[src/rtl/stopwatch_pkg.sv]
// Shared types and constants for the stopwatch controller: FSM state encoding and BCD digit format.
package stopwatch_pkg;

  localparam int BCD_W = 4;
  localparam logic [BCD_W-1:0] BCD_MAX = 4'd9;

  typedef logic [BCD_W-1:0] bcd_t;

  typedef enum logic [1:0] {
    ST_IDLE  = 2'b00,
    ST_RUN   = 2'b01,
    ST_PAUSE = 2'b10,
    ST_HALT  = 2'b11
  } state_t;

  typedef struct packed {
    bcd_t hundreds;
    bcd_t tens;
    bcd_t ones;
  } digits_t;

endpackage

[src/rtl/stopwatch_ctrl_if.sv]
// Bundle of request, counter and display signals between the stopwatch controller and its surroundings.
interface stopwatch_ctrl_if;
  import stopwatch_pkg::*;

  logic       start_stop;
  logic       lap_clr;
  bcd_t       ones;
  bcd_t       tens;
  bcd_t       hundreds;
  logic       cnt_en;
  logic       cnt_clr;
  bcd_t       disp_ones;
  bcd_t       disp_tens;
  bcd_t       disp_hundreds;
  logic       lap_frozen;
  logic [1:0] state;
  logic       overflow;

  modport master (
    output start_stop, lap_clr, ones, tens, hundreds,
    input  cnt_en, cnt_clr, disp_ones, disp_tens, disp_hundreds, lap_frozen, state, overflow
  );

  modport slave (
    input  start_stop, lap_clr, ones, tens, hundreds,
    output cnt_en, cnt_clr, disp_ones, disp_tens, disp_hundreds, lap_frozen, state, overflow
  );

endinterface

[src/rtl/stopwatch_ctrl_tick_prescaler.sv]
// Free-running divider that yields one tick every TICK_DIV clocks while run is high and holds otherwise.
module tick_prescaler #(
  parameter int TICK_DIV = 100000
) (
  input  logic clk,
  input  logic rst,
  input  logic run,
  input  logic clear,
  output logic tick
);

  localparam int CNT_W = $clog2(TICK_DIV);
  localparam logic [CNT_W-1:0] LAST = CNT_W'(TICK_DIV - 1);

  logic [CNT_W-1:0] count;

  // NOTE: sequential state uses non-blocking assignments so every register samples pre-edge values.
  always_ff @(posedge clk) begin
    if (!rst) begin
      count <= '0;
    end else if (clear) begin
      count <= '0;
    end else if (run) begin
      count <= (count == LAST) ? '0 : count + CNT_W'(1);
    end
  end

  assign tick = run && (count == LAST);

endmodule

[src/rtl/stopwatch_ctrl.sv]
// Stopwatch run/pause/lap controller driving an external BCD counter.
// Define STOPWATCH_SATURATE_EN to halt at 999 instead of wrapping.
module stopwatch_ctrl
  import stopwatch_pkg::*;
#(
  parameter int TICK_DIV = 100000
) (
  input logic             clk,
  input logic             rst,
  stopwatch_ctrl_if.slave bus
);

  state_t  state_q, state_d;
  logic    tick;
  logic    clear_req;
  logic    lap_toggle;
  logic    cnt_clr_q;
  logic    lap_frozen_q;
  digits_t lap_q;
  digits_t live;
  logic    at_max;

  assign live   = {bus.hundreds, bus.tens, bus.ones};
  assign at_max = (bus.hundreds == BCD_MAX) && (bus.tens == BCD_MAX) && (bus.ones == BCD_MAX);

  tick_prescaler #(.TICK_DIV(TICK_DIV)) u_prescaler (
    .clk   (clk),
    .rst   (rst),
    .run   (state_q == ST_RUN),
    .clear (clear_req),
    .tick  (tick)
  );

  // NOTE: every output of this block gets a default first, so no path can infer a latch.
  always_comb begin
    state_d    = state_q;
    bus.cnt_en = 1'b0;
    clear_req  = 1'b0;
    lap_toggle = 1'b0;
    case (state_q)
      ST_IDLE: begin
        if (bus.start_stop)   state_d   = ST_RUN;
        else if (bus.lap_clr) clear_req = 1'b1;
      end
      ST_RUN: begin
        if (bus.start_stop)   state_d    = ST_PAUSE;
        else if (bus.lap_clr) lap_toggle = 1'b1;
`ifdef STOPWATCH_SATURATE_EN
        // Saturation outranks a same-cycle pause so the counter can never step past 999.
        if (tick && at_max) state_d    = ST_HALT;
        else                bus.cnt_en = tick;
`else
        bus.cnt_en = tick;
`endif
      end
      ST_PAUSE: begin
        if (bus.start_stop) begin
          state_d = ST_RUN;
        end else if (bus.lap_clr) begin
          state_d   = ST_IDLE;
          clear_req = 1'b1;
        end
      end
      ST_HALT: begin
        if (bus.lap_clr) begin
          state_d   = ST_IDLE;
          clear_req = 1'b1;
        end
      end
      default: state_d = ST_IDLE;
    endcase
  end

  // NOTE: lap registers are reset so a stale lap can never be shown after power-up.
  always_ff @(posedge clk) begin
    if (!rst) begin
      state_q      <= ST_IDLE;
      cnt_clr_q    <= 1'b1;
      lap_frozen_q <= 1'b0;
      lap_q        <= '0;
    end else begin
      state_q   <= state_d;
      cnt_clr_q <= clear_req;
      if (clear_req) begin
        lap_frozen_q <= 1'b0;
      end else if (lap_toggle) begin
        lap_frozen_q <= !lap_frozen_q;
        if (!lap_frozen_q) lap_q <= live;
      end
    end
  end

  assign bus.cnt_clr       = cnt_clr_q;
  assign bus.lap_frozen    = lap_frozen_q;
  assign bus.state         = state_q;
  assign bus.disp_hundreds = lap_frozen_q ? lap_q.hundreds : bus.hundreds;
  assign bus.disp_tens     = lap_frozen_q ? lap_q.tens     : bus.tens;
  assign bus.disp_ones     = lap_frozen_q ? lap_q.ones     : bus.ones;

`ifdef STOPWATCH_SATURATE_EN
  assign bus.overflow = (state_q == ST_HALT);
`else
  assign bus.overflow = 1'b0;
`endif

endmodule

[src/flat_wrapper.sv]
// flat-port wrapper written by rule: the top's interface ports become plain ports
module stopwatch_ctrl_flat import stopwatch_pkg::*;
#(
  parameter int TICK_DIV = 100000
)
  (clk, rst, bus_start_stop, bus_lap_clr, bus_ones, bus_tens, bus_hundreds, bus_cnt_en, bus_cnt_clr, bus_disp_ones, bus_disp_tens, bus_disp_hundreds, bus_lap_frozen, bus_state, bus_overflow);
  stopwatch_ctrl_if bus_i ();
  input logic clk;
  input logic rst;
  input wire logic [$bits(bus_i.start_stop)-1:0] bus_start_stop;
  input wire logic [$bits(bus_i.lap_clr)-1:0] bus_lap_clr;
  input wire logic [$bits(bus_i.ones)-1:0] bus_ones;
  input wire logic [$bits(bus_i.tens)-1:0] bus_tens;
  input wire logic [$bits(bus_i.hundreds)-1:0] bus_hundreds;
  output wire logic [$bits(bus_i.cnt_en)-1:0] bus_cnt_en;
  output wire logic [$bits(bus_i.cnt_clr)-1:0] bus_cnt_clr;
  output wire logic [$bits(bus_i.disp_ones)-1:0] bus_disp_ones;
  output wire logic [$bits(bus_i.disp_tens)-1:0] bus_disp_tens;
  output wire logic [$bits(bus_i.disp_hundreds)-1:0] bus_disp_hundreds;
  output wire logic [$bits(bus_i.lap_frozen)-1:0] bus_lap_frozen;
  output wire logic [$bits(bus_i.state)-1:0] bus_state;
  output wire logic [$bits(bus_i.overflow)-1:0] bus_overflow;
  assign bus_i.start_stop = bus_start_stop;
  assign bus_i.lap_clr = bus_lap_clr;
  assign bus_i.ones = bus_ones;
  assign bus_i.tens = bus_tens;
  assign bus_i.hundreds = bus_hundreds;
  assign bus_cnt_en = bus_i.cnt_en;
  assign bus_cnt_clr = bus_i.cnt_clr;
  assign bus_disp_ones = bus_i.disp_ones;
  assign bus_disp_tens = bus_i.disp_tens;
  assign bus_disp_hundreds = bus_i.disp_hundreds;
  assign bus_lap_frozen = bus_i.lap_frozen;
  assign bus_state = bus_i.state;
  assign bus_overflow = bus_i.overflow;
  stopwatch_ctrl #(.TICK_DIV(TICK_DIV)) u_core (.clk(clk), .rst(rst), .bus(bus_i));
endmodule
[config.mk]
export PLATFORM = sky130hd
export DESIGN_NAME = stopwatch_ctrl_flat
export DESIGN_NICKNAME = d
export VERILOG_FILES = /design/src/rtl/stopwatch_pkg.sv /design/src/rtl/stopwatch_ctrl_if.sv /design/src/rtl/stopwatch_ctrl_tick_prescaler.sv /design/src/rtl/stopwatch_ctrl.sv /design/src/flat_wrapper.sv
export SDC_FILE = /design/constraint.sdc
export NUM_CORES = 1
export LEC_CHECK = 0
export CAP_MARGIN = 20
export CORE_UTILIZATION = 41
export DETAILED_ROUTE_END_ITERATION = 7
export GPL_TIMING_DRIVEN = 0
export MAX_ROUTING_LAYER = met4
export PLACE_DENSITY_LB_ADDON = 0.08
export SYNTH_ARGS = -nofsm -noshare
export SYNTH_HDL_FRONTEND = slang
export SYNTH_SLANG_ARGS = --single-unit
[constraint.sdc]
create_clock -name clk -period 3 [get_ports clk]
set_input_delay 0.6 -clock clk [delete_from_list [all_inputs] [get_ports clk]]
set_output_delay 0.6 -clock clk [all_outputs]
set_load 0.01 [all_outputs]
==> out/qor.yml, run 1 <==
antenna_found_initial: 0
hold_path_depth: 2
grt_max_degree: 11
vias_per_cell: 5.27
num-fill-cells: 357
design_area_um2: 2100
slew_headroom: 0.630
rsz0062_at_grt: "no"
max_cap_viol_count: 0
synth_edf_count: 0
ir_drop_mv: 0.282
numCtsBuffers: 5
start_util: 0.434
drc: 0
preCtsSetupSlack_ps: 447
multi_input_area_um2: 876
synth.distinct_cells: 34
postSynthAreaPerCell_um2: 8.79
hold-path-endpoint: "u_core.lap_q[2]$_SDFFE_PN0P_"
cp.arrival_ps: 2240
grt.overflow.total: 0
die_h_um: 64.5
insertion_delay_ps: 280
grt_pass1_vias: 1350
regArea_um2: 661
max_freq_ghz: 0.352
cts_tree: "built"
hold_slack_ps: 457
syn_nets: 199
yosysSeqAreaShare: 0.413
required_ps: 2400
placed_cell_area_um2: 1980
clockBufferDepth: 2
path_clk_slew_ps: 70
grt_use_total: 0.188
ys_ff_latch: 33
slew_viol_final: 0
ctsHtreeMaxLevel: 2
p_per_area_nw_per_um2: 481
firstDrtPassIters: 4
period_share: 0.946
endpoint_kind: "output pin"
skew_ps: 4.93
hp-class: "flop to flop"
yosysWarningCount: 0
worst_slack_ps: 162
row_count: 22
status: "complete, no violations"
setup_tns_ps: 0
drive_gt1_frac: 0.126
worst_pin_slew_ps: 554
synthFlopType: "dfxtp_1"
antennaDiodeCount: 0
place_hpwl_mm: 2.51
postCtsHoldBufs: 0
p_leak_uw: 0.000681
yosysTopAreaCellShare: 0.413
async_reset_ff_frac: 0
cts_root_buf: "clkbuf_8"
cts_sinks: 33
holdCritStartpoint: "u_core.lap_q[2]$_SDFFE_PN0P_"
drt_iter0_drc: 55
post_cts_buffers: 0
r2r_end: "u_core.u_prescaler.count[14]$_SDFFE_PP0P_"
cp-start-kind: "flop"
min_period_ps: 2840
fin_nets: 238
syn_area_um2: 1600
place_congestion: 0.892
postRouteAntennaNets: 0
syn2layout_area_growth_pct: 31.0
die_x_um: 64.5
postRouteWirelength_mm: 3.43
grt_pass1_wl_mm: 5.78
vias: 1424
finalHoldViolCount: 0
wl_per_cell_um: 12.7
reg2reg_setup_slack_ps: 1110
ctsResizeCount: 0
pin_count: 34
synthTopCellsByArea: "dfxtp_1, mux2_2, xnor2_1"
synthCells: 182
finalSetupViolCount: 0
synth_area_leader_cell: "dfxtp_1"
cp_max_fo: 10
portBuffers: 32
core_area_um2: 3690
timing.rr.start: "u_core.bus.state[1]$_SDFFE_PN0P_"
rr_worst_depth: 7
dieArea_um2: 4160
crit_type: "flop to output pin"
[where the power goes]
part	leakage [uW]	switching [uW]	total, uW	internal [uW]
clock	0.0000585	157	428	271
sequential	0.000267	6.55	453	446
combinational	0.000356	56.2	127	70.9
total	0.000681	220	1010	788
[cells by family after synthesis]
logic type	Yosys count	synth area share
AO/OA/AOI/OAI	22	0.0876
XOR/XNOR	14	0.0766
adder cells (fa/ha/maj)	1	0.00782
buffers and inverters	14	0.0399
flip-flops	33	0.413
multiplexers	14	0.0970
other	1	0.00234
AND/OR/NAND/NOR	83	0.276
[Yosys cell counts (2+ instances only)]
cell type,number
nor3_1,4
nand4_1,6
dfxtp_1,33
nand2_1,20
or3_1,3
xor2_1,5
nor2_1,18
xnor2_1,9
mux2_2,12
nor4_1,5
inv_1,4
nand2b_1,2
a21oi_1,15
mux2i_1,2
nand3_1,15
o21ai_0,2
clkbuf_1,7
buf_4,3
nand4b_1,2
[worst max-delay path by stage]
| stage | to | start | slack (ps) | depth (start not counted) |
|---|---|---|---|---|
| after global placement | bus_disp_tens[1] | u_core.bus.lap_frozen$_SDFFE_PP0P_ | 480 | 4 |
| after CTS | bus_disp_hundreds[1] | u_core.bus.lap_frozen$_SDFFE_PP0P_ | 120 | 4 |
| after global routing | bus_disp_hundreds[0] | u_core.bus.lap_frozen$_SDFFE_PP0P_ | 60 | 4 |
| after detailed placement | bus_disp_hundreds[1] | u_core.bus.lap_frozen$_SDFFE_PP0P_ | 450 | 4 |
| after floorplan | bus_disp_hundreds[0] | u_core.bus.lap_frozen$_SDFFE_PP0P_ | 1070 | 3 |
| final | bus_disp_hundreds[1] | u_core.bus.lap_frozen$_SDFFE_PP0P_ | 160 | 4 |
[final cells by class]
type | instances | share of cell area
plain buffers | 10 | 0.0233
clock buffers | 7 | 0.0412
clock inverters | 1 | 0.0143
inverters | 4 | 0.00716
multi-input cells | 135 | 0.418
flip-flops and latches | 33 | 0.315
well taps | 48 | 0.0286
repair buffers | 32 | 0.153
[worst max-delay path, stage by stage, from the launching register on]
cell,delay [ps]
dfxtp_1,340
clkbuf_1,250
clkbuf_1,480
mux2_2,400
clkdlybuf4s50_1,490
[state kept, by name (all words and copies together), names as in the netlist]
register                  flops
u_core.bus.lap_frozen         1
u_core.bus.state              2
u_core.u_prescaler.count     17
u_core.lap_q                 12
u_core.bus.cnt_clr            1
[per-stage QoR]
step	utilization	cells	power (uW)
after floorplan	-	182	526
after global placement	0.537	262	589
after detailed placement	0.537	262	591
after CTS	0.569	270	1020
after global routing	0.569	270	1060
final	0.569	270	1010
[routing by layer]
| layer | track usage | part of all wire | up-vias |
|---|---|---|---|
| met2 | 0.312 | 0.50 | 36 |
| met1 | 0.208 | 0.45 | 666 |
| met3 | 0.0687 | 0.038 | 5 |
| li1 | - | - | 717 |
| met4 | 0.0667 | 0.013 | 0 |
| met5 | - | 0 | - |
[cells in the final DEF (no fill, tap or decap), drive strengths merged, types with 2 or more instances in the layout]
master,netlist,routed
nand3,17,17
clkbuf,7,14
dfxtp,33,33
nor4,5,5
and4b,2,2
a21oi,15,15
or3,3,3
inv,4,4
nand4,7,7
xor2,5,5
nor3,4,4
o21ai,2,2
mux2i,2,2
buf,3,3
clkdlybuf4s50,0,32
nand2,20,20
nor2,18,18
mux2,12,12
nand2b,2,2
nand4b,2,2
xnor2,9,9
Power figures use the tool's default switching activity.
==> run 2, diff against run 1 <==
MAX_ROUTING_LAYER = unset   (was met4)
==> out/qor.yml, run 2 (synthesis gave the netlist of run 1 again) <==
status: "complete, no violations"
postRouteAntennaNets: 0  # unchanged
p_leak_uw: 0.000677  # -0.62%
antenna_found_initial: 0  # unchanged
die_h_um: 64.5  # unchanged
die_x_um: 64.5  # unchanged
cp_max_fo: 10  # unchanged
p_per_area_nw_per_um2: 459  # -4.4%
design_area_um2: 2080  # -0.72%
reg2reg_setup_slack_ps: 1120  # about the same
skew_ps: 6.14  # +1.21 ps
numCtsBuffers: 5  # unchanged
syn2layout_area_growth_pct: 30.1
worst-path-buf-inv: 3  # unchanged
fin_nets: 238  # unchanged
clockBufferDepth: 2  # unchanged
place_congestion: 0.862  # -3.3%
regArea_um2: 661  # unchanged
postCtsHoldBufs: 0  # unchanged
row_count: 22  # unchanged
regMostFlops: "u_core.u_prescaler.count"
post_cts_buffers: 0  # unchanged
finalSetupViolCount: 0  # unchanged
slew_viol_final: 0  # unchanged
cp-start-kind: "flop"
drive_gt1_frac: 0.131  # +0.00450
mostFrequentLayoutCell: "dfxtp_1"
dieArea_um2: 4160  # unchanged
critPathMostFrequentCell: "clkbuf_1"
critPathMaxStageDelay_ps: 480  # about the same
slew_headroom: 0.642  # +0.0114
firstDrtPassIters: 4  # unchanged
vias_per_cell: 5.36  # +1.7%
antennaDiodeCount: 0  # unchanged
max_cap_viol_count: 0  # unchanged
cts_root_buf: "clkbuf_8"
cp_top_family: "buffers and inverters"
worst_pin_slew_ps: 537  # -17.1 ps
hp-class: "flop to flop"
largest_register_ffs: 17  # unchanged
grt.overflow.total: 0  # unchanged
ctsHtreeMaxLevel: 2  # unchanged
core_area_um2: 3690  # unchanged
layout_common_cells: "dfxtp_1, clkdlybuf4s50_1, nand2_1"
num-fill-cells: 358  # +0.28%
postRouteWirelength_mm: 3.63  # +5.9%
grt_pass1_vias: 1380  # +2.2%
cts_tree: "built"
wl_per_cell_um: 13.5  # +5.9%
start_util: 0.434  # unchanged
grt_pass1_wl_mm: 6.17  # +6.8%
ir_drop_mv: 0.264  # -6.5%
insertion_delay_ps: 290  # about the same
min_period_ps: 2830  # -5.13 ps
drc: 0  # unchanged
endpoint_kind: "output pin"
max_freq_ghz: 0.353  # +0.18%
path_clk_slew_ps: 70  # about the same
pin_count: 34  # unchanged
vias: 1448  # +1.7%
grt_max_degree: 11  # unchanged
cp.arrival_ps: 2230  # about the same
placed_cell_area_um2: 1980  # unchanged
rsz0062_at_grt: "no"
cts_sinks: 33  # unchanged
required_ps: 2400  # about the same
multi_input_area_um2: 876  # unchanged
setup_tns_ps: 0  # unchanged
place_hpwl_mm: 2.61  # +4.3%
crit_slowest_cell: "clkdlybuf4s50_1"
finalHoldViolCount: 0  # unchanged
ctsResizeCount: 0  # unchanged
crit_type: "flop to output pin"
grt_use_total: 0.196  # +0.00767
drt_iter0_drc: 50  # -9.1%
crit_chain: "clkbuf_1 > clkbuf_1 > mux2_2 > clkdlybuf4s50_1"
portBuffers: 32  # unchanged
period_share: 0.944  # -0.00171
## run 2: cell types whose count changed in the layout (fill, tap and decap cells not counted)
cell,change
clkinv_2,+1
clkbuf_8,+1
bufinv_16,-1
clkbuf_1,-1
## run 2: area by class of cell
class,count,area share
multi-input cells,135,0.421
well taps,48,0.0288
plain buffers,10,0.0234
clock buffers,7,0.0463
clock inverters,1,0.00240
repair buffers,32,0.154
flip-flops and latches,33,0.317
inverters,4,0.00721
## run 2: routing by layer
metal / global-route usage / routed length [um] / share of wire
met1: 0.225 / 1580 / 0.43
met2: 0.326 / 1810 / 0.50
met3: 0.0651 / 170 / 0.047
met5: 0 / 0 / 0
met4: 0.0917 / 76 / 0.021
## run 2: power by group
part	switching [uW]	leakage, uW	internal, uW
combinational	56.7	0.000356	71.0
sequential	6.75	0.000267	446
clock	168	0.0000542	207
total	232	0.000677	725
## run 2: final timing paths
path	start	end	cells after the start
setup / recovery	u_core.bus.lap_frozen$_SDFFE_PP0P_	bus_disp_ones[0]	4
hold / removal	u_core.lap_q[2]$_SDFFE_PN0P_	u_core.lap_q[2]$_SDFFE_PN0P_	2
setup reg to reg	u_core.bus.state[1]$_SDFFE_PN0P_	u_core.u_prescaler.count[14]$_SDFFE_PP0P_	7
hold reg to reg	u_core.lap_q[2]$_SDFFE_PN0P_	u_core.lap_q[2]$_SDFFE_PN0P_	2
## run 2: worst register-to-register path, stage by stage, from the launching register on
cell and delay (ps):
dfxtp_1 310, clkbuf_1 190, nor2b_1 150, buf_4 180, nand4_2 180, o31ai_4 440
buf_4 250, nor2_1 70
## run 2: per-stage QoR
stage                      util  hold slack (ps)  cells  power (uW)  worst slack, ps
after global placement    0.537              439    262         589              475
final                     0.564              458    270         956              167
after floorplan               -              433    182         526             1070
after global routing      0.564              480    270        1000             39.5
after CTS                 0.564              458    270         971              126
after detailed placement  0.537              447    262         591              458
